<file path="src/rtl/fetch_queue_pkg.sv">
// Shared definitions for the fetch-to-decode instruction queue.
// Holds the bubble instruction, the stored entry layout and the
// pointer/occupancy types derived from the default queue depth.
package fetch_queue_pkg;

    localparam int FQ_DEPTH       = 4;
    localparam int FQ_ADDR_WIDTH  = 64;
    localparam int FQ_INSTR_WIDTH = 32;

    // addi x0,x0,0: a harmless I-type ALU op shown to decode on a bubble
    localparam logic [31:0] NOP_INSTR = 32'h0000_0013;

    localparam int FQ_PTR_WIDTH = $clog2(FQ_DEPTH);
    localparam int FQ_CNT_WIDTH = FQ_PTR_WIDTH + 1;

    typedef logic [FQ_PTR_WIDTH-1:0] t_fq_ptr;
    typedef logic [FQ_CNT_WIDTH-1:0] t_fq_count;

    typedef struct packed {
        logic [FQ_INSTR_WIDTH-1:0] instr;
        logic [FQ_ADDR_WIDTH-1:0]  pc;
    } t_fq_entry;

endpackage

</file>
<file path="src/rtl/fetch_queue.sv">
// Instruction queue between fetch and decode.
// Buffers up to DEPTH instruction/PC pairs in a circular store with a
// separate occupancy counter, presents the head to the main decoder and
// drops everything on a pipeline redirect (i_flush).
// Optional feature: define FETCH_QUEUE_BYPASS_EN to forward a fetch straight
// to decode when the queue is empty (zero-cycle latency).
module fetch_queue
    import fetch_queue_pkg::*;
#(
    parameter int DEPTH       = FQ_DEPTH,
    parameter int ADDR_WIDTH  = FQ_ADDR_WIDTH,
    parameter int INSTR_WIDTH = FQ_INSTR_WIDTH
) (
    input  logic                     clk,
    input  logic                     arst,
    input  logic                     i_flush,
    input  logic                     i_fetch_valid,
    input  logic [INSTR_WIDTH-1:0]   i_fetch_instr,
    input  logic [ADDR_WIDTH-1:0]    i_fetch_pc,
    output logic                     o_fetch_ready,
    output logic                     o_dec_valid,
    output logic [INSTR_WIDTH-1:0]   o_dec_instr,
    output logic [6:0]               o_dec_op,
    output logic [ADDR_WIDTH-1:0]    o_dec_pc,
    output logic [ADDR_WIDTH-1:0]    o_dec_pc_plus4,
    input  logic                     i_dec_ready,
    output logic [$clog2(DEPTH):0]   o_count
);

    localparam int PTR_W = $clog2(DEPTH);
    localparam int CNT_W = PTR_W + 1;
    localparam logic [CNT_W-1:0] FULL_COUNT = CNT_W'(DEPTH);

    // Storage is deliberately not reset; validity comes from count_q alone.
    t_fq_entry        mem_q [DEPTH];

    logic [PTR_W-1:0] wr_ptr_q, wr_ptr_d;
    logic [PTR_W-1:0] rd_ptr_q, rd_ptr_d;
    logic [CNT_W-1:0] count_q, count_d;

    logic             empty;
    logic             full;
    logic             bypass_hit;
    logic             wr_en;
    logic             rd_en;
    t_fq_entry        wr_entry;
    t_fq_entry        head;

    // Handshake decode: which of write/read actually happen this cycle
    always_comb begin
        empty = (count_q == '0);
        full  = (count_q == FULL_COUNT);
`ifdef FETCH_QUEUE_BYPASS_EN
        bypass_hit = empty & i_fetch_valid & ~i_flush;
`else
        bypass_hit = 1'b0;
`endif
        // A bypassed entry that decode takes immediately is never stored
        wr_en = i_fetch_valid & ~full & ~i_flush & ~(bypass_hit & i_dec_ready);
        rd_en = ~empty & i_dec_ready & ~i_flush;
        wr_entry.instr = i_fetch_instr;
        wr_entry.pc    = i_fetch_pc;
    end

    // Next pointer/occupancy; flush overrides any push or pop
    always_comb begin
        wr_ptr_d = wr_ptr_q;
        rd_ptr_d = rd_ptr_q;
        count_d  = count_q;
        if (i_flush) begin
            wr_ptr_d = '0;
            rd_ptr_d = '0;
            count_d  = '0;
        end else begin
            if (wr_en) begin
                wr_ptr_d = wr_ptr_q + PTR_W'(1);
            end
            if (rd_en) begin
                rd_ptr_d = rd_ptr_q + PTR_W'(1);
            end
            case ({wr_en, rd_en})
                2'b10:   count_d = count_q + CNT_W'(1);
                2'b01:   count_d = count_q - CNT_W'(1);
                default: count_d = count_q;
            endcase
        end
    end

    // Pointer and occupancy registers, cleared asynchronously
    always_ff @(posedge clk or posedge arst) begin
        if (arst) begin
            wr_ptr_q <= '0;
            rd_ptr_q <= '0;
            count_q  <= '0;
        end else begin
            wr_ptr_q <= wr_ptr_d;
            rd_ptr_q <= rd_ptr_d;
            count_q  <= count_d;
        end
    end

    // Single write port into the circular store
    always_ff @(posedge clk) begin
        if (wr_en) begin
            mem_q[wr_ptr_q] <= wr_entry;
        end
    end

    // Head presentation: stored head, else bypassed fetch, else a NOP bubble
    always_comb begin
        head          = mem_q[rd_ptr_q];
        o_fetch_ready = ~full;
        o_dec_valid   = ~empty | bypass_hit;
        o_dec_instr   = NOP_INSTR;
        o_dec_pc      = '0;
        if (!empty) begin
            o_dec_instr = head.instr;
            o_dec_pc    = head.pc;
        end else if (bypass_hit) begin
            o_dec_instr = i_fetch_instr;
            o_dec_pc    = i_fetch_pc;
        end
    end

    assign o_dec_op       = o_dec_instr[6:0];
    assign o_dec_pc_plus4 = o_dec_pc + ADDR_WIDTH'(4);
    assign o_count        = count_q;

endmodule
</file>
<file path="config.mk">
export PLATFORM = sky130hd
export DESIGN_NAME = fetch_queue
export DESIGN_NICKNAME = d
export VERILOG_FILES = /design/src/rtl/fetch_queue_pkg.sv /design/src/rtl/fetch_queue.sv
export SDC_FILE = /design/constraint.sdc
export NUM_CORES = 1
export LEC_CHECK = 0
export CORE_UTILIZATION = 45
export CTS_CLUSTER_SIZE = 20
export DETAILED_ROUTE_END_ITERATION = 8
export GPL_ROUTABILITY_DRIVEN = 0
export PLACE_DENSITY = 0.81
export SLEW_MARGIN = 20
export SYNTH_ARGS = -nofsm -noshare
export SYNTH_HDL_FRONTEND = slang
export SYNTH_SLANG_ARGS = --single-unit
export TNS_END_PERCENT = 30
</file>
<file path="constraint.sdc">
create_clock -name clk -period 3.9 [get_ports clk]
set_input_delay 0.78 -clock clk [delete_from_list [all_inputs] [get_ports clk]]
set_output_delay 0.78 -clock clk [all_outputs]
set_load 0.005 [all_outputs]
</file>
==> run_results.csv, run 1 <==
group,metric,value,unit
cells_and_area,finish.cell_count_without_fillers,2042,
timing,rsz0062_at_grt,"true",
outcome,violated_checks,"negative setup slack",
die,core-area,37760,um^2
cells_and_area,layout_common_cells,"384 x sky130_fd_sc_hd__edfxtp_1, 214 x sky130_fd_sc_hd__clkdlybuf4s50_1, 169 x sky130_fd_sc_hd__buf_4, 101 x sky130_fd_sc_hd__mux4_2, 73 x sky130_fd_sc_hd__nand2_1",
power,p_comb_frac,0.437,
critical_path,path_max_fanout,8,
grt,grt_pass1_wl,73.58,mm
cts,cts_sinks,391,
synthesis,dominantRegCellSynth,"sky130_fd_sc_hd__edfxtp_1",
cts,h-tree-depth,2,
die,die_h,198.0,um
power,netSwitchingPower,0.005026,W
route,drt-wirelength-per-cell,25.33,um
die,die_w,198.0,um
power,p_int,0.01109,W
cts,clock-root-buffer,"sky130_fd_sc_hd__clkbuf_16",
placement,hpwlAfterDp,31.85,mm
power,power.density,653.5,nW/um^2
timing,layout_worst_path_cycle_share,1.111,
power,peak_vdd_ir,453.3,uV
cells_and_area,fillers,2389,
cells_and_area,layout_commonest_cell,"sky130_fd_sc_hd__edfxtp_1",
outcome,status,"finished, violations left",
synthesis,yosys_warns,0,
critical_path,cpPeakStageDelay,0.50,ns
grt,grt_pass1_vias,12280,
critical_path,cpMostUsedCell,"sky130_fd_sc_hd__buf_4",
grt,grt_antenna_before_repair,9,
synthesis,ys_ff_latch,391,
timing,final.min_clock_period,4.334,ns
synthesis,syn-num-nets,1097,
cts,clkLatencyLatePin,0.54,ns
critical_path,crit_path_max_delay_family,"simple AND/OR/NAND/NOR gates",
route,dr_total_vias,11720,
power,share_seq_of_total_power,0.310,
die,initial_utilization,0.4581,
die,fp.dieArea,39220,um^2
die,boundaryPins,273,
timing,final_critical_path_setup_slack,-0.4338,ns
power,power.total,0.01612,W
route,totalWireLength,51.73,mm
synthesis,synthesis.area,17290,um^2
critical_path,cp-end-kind,"primary output",
grt,gr-total-overflow,0,
route,detail_route.first_pass.iterations,5,
placement,placed_cells,1867,
timing,clock.fmax,230.7,MHz
cells_and_area,layout-area-overhead-vs-synth,42.62,%
critical_path,crit_buf_inv,6,
cells_and_area,fraction_of_final_layout_cells_sized_beyond_drive_strength_1,0.3873,
hold_path,hold_path.class,"in -> async",
synthesis,synth-seq-area-share,0.6769,
route,antenna_viol_nets_final,0,
timing,timing.hold.ws,0.5440,ns
placement,post-place-ws,-0.2677,ns
die,num_rows,71,
route,detail_route.vias_per_cell,5.739,
timing,finalHoldViolCount,0,
synthesis,synthArstFlopShare,0.01790,
placement,count_of_input_and_output_buffers,272,
power,swShare,0.3118,
power,p_leak,9.151,nW
synthesis,post_synthesis_area_per_instance,17.47,um^2
cells_and_area,nNetsFinal,1602,
route,drcViolationCount,0,
critical_path,worst-endpoint-arrival,3.55,ns
critical_path,crit_required,3.12,ns
timing,maxSlewHeadroom,0.6057,
critical_path,criticalPathCategory,"reg -> out",
route,drtIter0Drc,963,
cts,clock_tree_from_tritoncts,"yes",
timing,finalClockSkew,0.02112,ns
cts,max-clock-path-buffers,3,
critical_path,critical_path.cell_chain,"buf_12 > buf_8 > buf_4 > mux4_2 > nand2_1 > nor3_4 > buf_6 > nand4_1 > buf_4 > or3_4 > xnor2_2 > buf_2",
timing,report.final.setup_viol,46,
critical_path,cp_slowest_cell,"sky130_fd_sc_hd__dfrtp_4",
critical_path,critPathLaunchType,"register",
run,drv_cap,0,
grt,grt_max_degree,40,
timing,timing_max_transition_violations_final,0,
synthesis,count_of_cell_types_in_the_netlist,69,
grt,gr_util_all_layers,0.2570,
cts,ctsHoldBuffers,0,
synthesis,synth-edff-count,384,
synthesis,synth_cells,990,
power,power.clock.fraction,0.253,
cts,cts_inserted_buffers,41,
timing,worst-slew-pin-transition,0.5914,ns
cts,worst_setup_hold_path_clk_slew,0.06,ns
-- Yosys cell counts (3+ instances only) --
cell type | number | area share
sky130_fd_sc_hd__and2_1 | 74 | 0.027
sky130_fd_sc_hd__and3_1 | 5 | 0.0018
sky130_fd_sc_hd__and3b_1 | 4 | 0.0020
sky130_fd_sc_hd__and4_1 | 4 | 0.0020
sky130_fd_sc_hd__buf_12 | 5 | 0.0058
sky130_fd_sc_hd__buf_2 | 9 | 0.0026
sky130_fd_sc_hd__buf_4 | 15 | 0.0065
sky130_fd_sc_hd__buf_6 | 5 | 0.0033
sky130_fd_sc_hd__clkbuf_1 | 14 | 0.0030
sky130_fd_sc_hd__dfrtp_1 | 7 | 0.010
sky130_fd_sc_hd__edfxtp_1 | 384 | 0.67
sky130_fd_sc_hd__ha_1 | 5 | 0.0036
sky130_fd_sc_hd__inv_1 | 27 | 0.0059
sky130_fd_sc_hd__mux2i_1 | 4 | 0.0023
sky130_fd_sc_hd__mux4_1 | 6 | 0.0091
sky130_fd_sc_hd__mux4_2 | 97 | 0.13
sky130_fd_sc_hd__nand2_1 | 82 | 0.018
sky130_fd_sc_hd__nand3_1 | 27 | 0.0078
sky130_fd_sc_hd__nand3b_1 | 4 | 0.0017
sky130_fd_sc_hd__nand4_1 | 16 | 0.0058
sky130_fd_sc_hd__nor2_1 | 31 | 0.0067
sky130_fd_sc_hd__nor3_1 | 22 | 0.0064
sky130_fd_sc_hd__nor4_1 | 12 | 0.0043
sky130_fd_sc_hd__nor4_2 | 4 | 0.0029
sky130_fd_sc_hd__or2_2 | 5 | 0.0018
sky130_fd_sc_hd__or3_1 | 3 | 0.0011
sky130_fd_sc_hd__xnor2_1 | 34 | 0.017
sky130_fd_sc_hd__xor2_1 | 30 | 0.015
-- power groups by stage --
stage / combinational [W] / clock, W / sequential [W]
after floorplan: 0.00303 / 0 / 0.00508
after CTS: 0.00676 / 0.00412 / 0.00500
after global routing: 0.00739 / 0.00429 / 0.00502
after detailed placement: 0.00633 / 0 / 0.00511
after global placement: 0.00625 / 0 / 0.00509
final: 0.00704 / 0.00407 / 0.00500
-- per-stage QoR --
| stage | utilization | TNS (ns) | area [um^2] |
|---|---|---|---|
| final | 0.6533 | -11.11 | 24660 |
| after global placement | 0.5703 | -1.321 | 21530 |
| after global routing | 0.6533 | -15.25 | 24660 |
| after CTS | 0.6439 | -7.044 | 24310 |
| after detailed placement | 0.5703 | -2.812 | 21530 |
| after floorplan | - | 0 | 17300 |
-- path summary, 6_finish.rpt --
check / start / end / slack (ns) / depth (start not counted)
min in group clk: wr_ptr_q[1] / wr_ptr_q[1] / 0.59 / 2
worst max register to register: o_count[0] / o_count[2] / 1.27 / 10
worst min-delay path: arst / o_count[0] / 0.54 / 2
max in group asynchronous: arst / rd_ptr_q[0] / 3.07 / 2
worst max-delay path: rd_ptr_q[0] / o_dec_pc_plus4[36] / -0.43 / 12
worst min register to register: wr_ptr_q[1] / wr_ptr_q[1] / 0.59 / 2
-- area by class of cell --
type                    count  area (um^2)  share of cell area
inverters                  27        101.3            0.004109
clock inverters            27        321.6             0.01304
repair buffers            512         4805              0.1948
diodes                      5        12.51           0.0005073
clock buffers              47         1091             0.04423
flip-flops and latches    391        11710              0.4749
well taps                 511        639.4             0.02592
multi-input cells         522         5981              0.2425
-- logic make-up after synthesis --
group | after synthesis | share of synthesized area
AND/OR/NAND/NOR | 325 | 0.1096
buffers and inverters | 78 | 0.02836
AO/OA/AOI/OAI | 15 | 0.007308
adder cells (fa/ha/maj) | 6 | 0.004775
flip-flops | 391 | 0.6769
XOR/XNOR | 65 | 0.03335
multiplexers | 110 | 0.1397
-- worst register-to-register path, delay by kind of cell (launching register included) --
family / cells / cell delay, ns
compound gates: 1 / 0.22
buf+inv: 3 / 0.76
simple gates: 4 / 0.60
flops: 1 / 0.40
fa+ha+maj: 1 / 0.39
xor+xnor: 1 / 0.14
-- flip-flops by register name (all words and copies together) (netlist names) --
register,count
rd_ptr_q,2
o_count,3
wr_ptr_q,2
mem_q,384
-- per-layer routing --
layer / share of wire / track usage
met1: 0.35 / 0.3025
met2: 0.52 / 0.4435
met3: 0.087 / 0.05331
met4: 0.046 / 0.1364
met5: 0.0011 / 0
-- what timing repair did --
action / CTS / global route
cloned: 2 / 0
endpoints found under the setup margin: 77 / 64
pin swaps: 83 / 38
buffers inserted: 78 / 19
resized for setup: 341 / 79
No activity file was read; power rests on OpenSTA's default activity.
==> run 2: changes to the inputs <==
- SKIP_LAST_GASP: unset -> 1
==> run_results.csv, run 2 (same netlist as run 1, synthesis figures left out) <==
group,metric,value,unit
grt,grt_pass1_wl,72.58,mm
power,power.clock.fraction,0.255,
placement,count_of_input_and_output_buffers,272,
die,num_rows,71,
power,swShare,0.3068,
route,totalWireLength,50.36,mm
route,dr_total_vias,11550,
timing,clock.fmax,210.7,MHz
cells_and_area,largest_register,"mem_q",
outcome,violated_checks,"negative setup slack",
outcome,status,"finished, violations left",
cts,worst_setup_hold_path_clk_slew,0.06,ns
critical_path,cp-end-kind,"primary output",
die,core-area,37760,um^2
cells_and_area,multi_input_comb_area,5803,um^2
placement,placed_cells,1867,
critical_path,critPathLaunchType,"register",
cts,clock-root-buffer,"sky130_fd_sc_hd__clkbuf_16",
timing,worst-slew-pin-transition,0.7083,ns
route,detail_route.vias_per_cell,5.674,
timing,final.min_clock_period,4.747,ns
cts,clock_tree_from_tritoncts,"yes",
critical_path,crit_path_max_delay_family,"simple AND/OR/NAND/NOR gates",
cts,clkLatencyLatePin,0.54,ns
placement,post-place-ws,-0.2677,ns
grt,grt_antenna_before_repair,8,
route,antenna_viol_nets_final,0,
cts,cts_sinks,391,
power,p_leak,8.944,nW
critical_path,path_max_fanout,9,
cells_and_area,fraction_of_final_layout_cells_sized_beyond_drive_strength_1,0.3599,
critical_path,criticalPathCategory,"reg -> out",
critical_path,cpMostUsedCell,"sky130_fd_sc_hd__buf_6",
timing,finalHoldViolCount,0,
power,power.density,652.3,nW/um^2
power,p_int,0.01105,W
die,die_w,198.0,um
route,drt-wirelength-per-cell,24.74,um
timing,timing_max_transition_violations_final,0,
timing,finalClockSkew,0.02291,ns
cells_and_area,finish.cell_count_without_fillers,2036,
critical_path,cpPeakStageDelay,0.59,ns
grt,gr-total-overflow,0,
timing,final_critical_path_setup_slack,-0.8465,ns
cts,max-clock-path-buffers,3,
run,drv_cap,0,
cts,cts_inserted_buffers,41,
critical_path,cp_slowest_cell,"sky130_fd_sc_hd__nor3_1",
power,peak_vdd_ir,453.7,uV
cells_and_area,layout_commonest_cell,"sky130_fd_sc_hd__edfxtp_1",
cts,h-tree-depth,2,
die,fp.dieArea,39220,um^2
route,drcViolationCount,0,
cells_and_area,final_core_area_utilization,0.6473,
die,die_h,198.0,um
cells_and_area,layout-area-overhead-vs-synth,41.31,%
power,netSwitchingPower,0.004891,W
timing,rsz0062_at_grt,"true",
cells_and_area,nNetsFinal,1596,
cells_and_area,largest_register_ff_count,384,
timing,maxSlewHeadroom,0.5242,
critical_path,crit_required,3.12,ns
route,drtIter0Drc,965,
timing,finalSetupTns,-16.11,ns
die,initial_utilization,0.4581,
hold_path,hold_path.class,"in -> async",
critical_path,crit_buf_inv,5,
placement,hpwlAfterDp,31.85,mm
die,boundaryPins,273,
timing,layout_worst_path_cycle_share,1.217,
critical_path,worst-endpoint-arrival,3.97,ns
cells_and_area,fillers,2426,
cells_and_area,layout_common_cells,"384 x sky130_fd_sc_hd__edfxtp_1, 225 x sky130_fd_sc_hd__clkdlybuf4s50_1, 176 x sky130_fd_sc_hd__buf_4, 100 x sky130_fd_sc_hd__mux4_2, 73 x sky130_fd_sc_hd__nand2_1",
grt,gr_util_all_layers,0.2530,
power,p_comb_frac,0.432,
critical_path,critical_path.cell_chain,"buf_12 > buf_6 > buf_6 > buf_6 > mux4_2 > nand2_1 > nor3_1 > nand3_1 > nor4_4 > xor2_1 > clkdlybuf4s15_2",
grt,grt_pass1_vias,12070,
timing,timing.hold.ws,0.5509,ns
grt,grt_max_degree,40,
cells_and_area,ff_latch_area,11710,um^2
route,detail_route.first_pass.iterations,7,
power,share_seq_of_total_power,0.314,
timing,report.final.setup_viol,61,
run 2: cell count changes in the layout (fill, tap and decap cells not counted), sizes merged:
cell           delta
buf              -23
dlygate4sd2      +12
clkdlybuf4s15     -1
dlymetal6s2s      -5
clkdlybuf4s50    +11
run 2: area by class of cell:
cell class                      instances  area share
Antenna cell                            5   0.0005120
Inverter                               27    0.004147
Timing Repair Buffer                  506      0.1946
Clock buffer                           47     0.04464
Tap cell                              511     0.02616
Sequential cell                       391      0.4793
Clock inverter                         27     0.01316
Multi-Input combinational cell        522      0.2375
run 2: power by group through the flow:
stage | logic [W] | clock network (W) | registers [W]
2_1_floorplan | 0.00303 | 0 | 0.00508
3_3_place_gp | 0.00625 | 0 | 0.00509
3_5_place_dp | 0.00633 | 0 | 0.00511
4_1_cts | 0.00674 | 0.00412 | 0.00500
5_1_grt | 0.00725 | 0.00428 | 0.00502
6_report | 0.00688 | 0.00406 | 0.00500
run 2: metrics by stage:
stage          cell area [um^2]  power (W)
2_1_floorplan             17300   0.008109
3_3_place_gp              21530    0.01134
3_5_place_dp              21530    0.01144
4_1_cts                   24220    0.01586
5_1_grt                   24440    0.01654
6_report                  24440    0.01594
run 2: routing by layer:
| metal | vias to the layer above | track usage | routed length [um] | share of wire |
|---|---|---|---|---|
| li1 | 4891 | - | - | - |
| met1 | 5808 | 0.3084 | 17760 | 0.35 |
| met2 | 677 | 0.4344 | 25750 | 0.51 |
| met3 | 170 | 0.04786 | 4415 | 0.088 |
| met4 | 6 | 0.1212 | 2397 | 0.048 |
| met5 | - | 0 | 41 | 0.00081 |
run 2: worst paths after layout:
path / cells past startpoint / to / slack [ns] / startpoint
worst max-delay path: 11 / o_dec_pc_plus4[60] / -0.85 / rd_ptr_q[0]
worst min-delay path: 2 / o_count[0] / 0.55 / arst
worst max register to register: 10 / o_count[2] / 1.27 / o_count[0]
worst min register to register: 2 / wr_ptr_q[1] / 0.59 / wr_ptr_q[1]
max in group asynchronous: 2 / rd_ptr_q[0] / 3.06 / arst
min in group clk: 2 / wr_ptr_q[1] / 0.59 / wr_ptr_q[1]
run 2: repair_timing:
item                                    4_1_cts  5_1_grt
gates resized for setup                     250       51
cloned                                        2        0
buffers inserted                             78       14
endpoints found under the setup margin       77       77
hold buffers                                  0        0
pin swaps                                    76       27
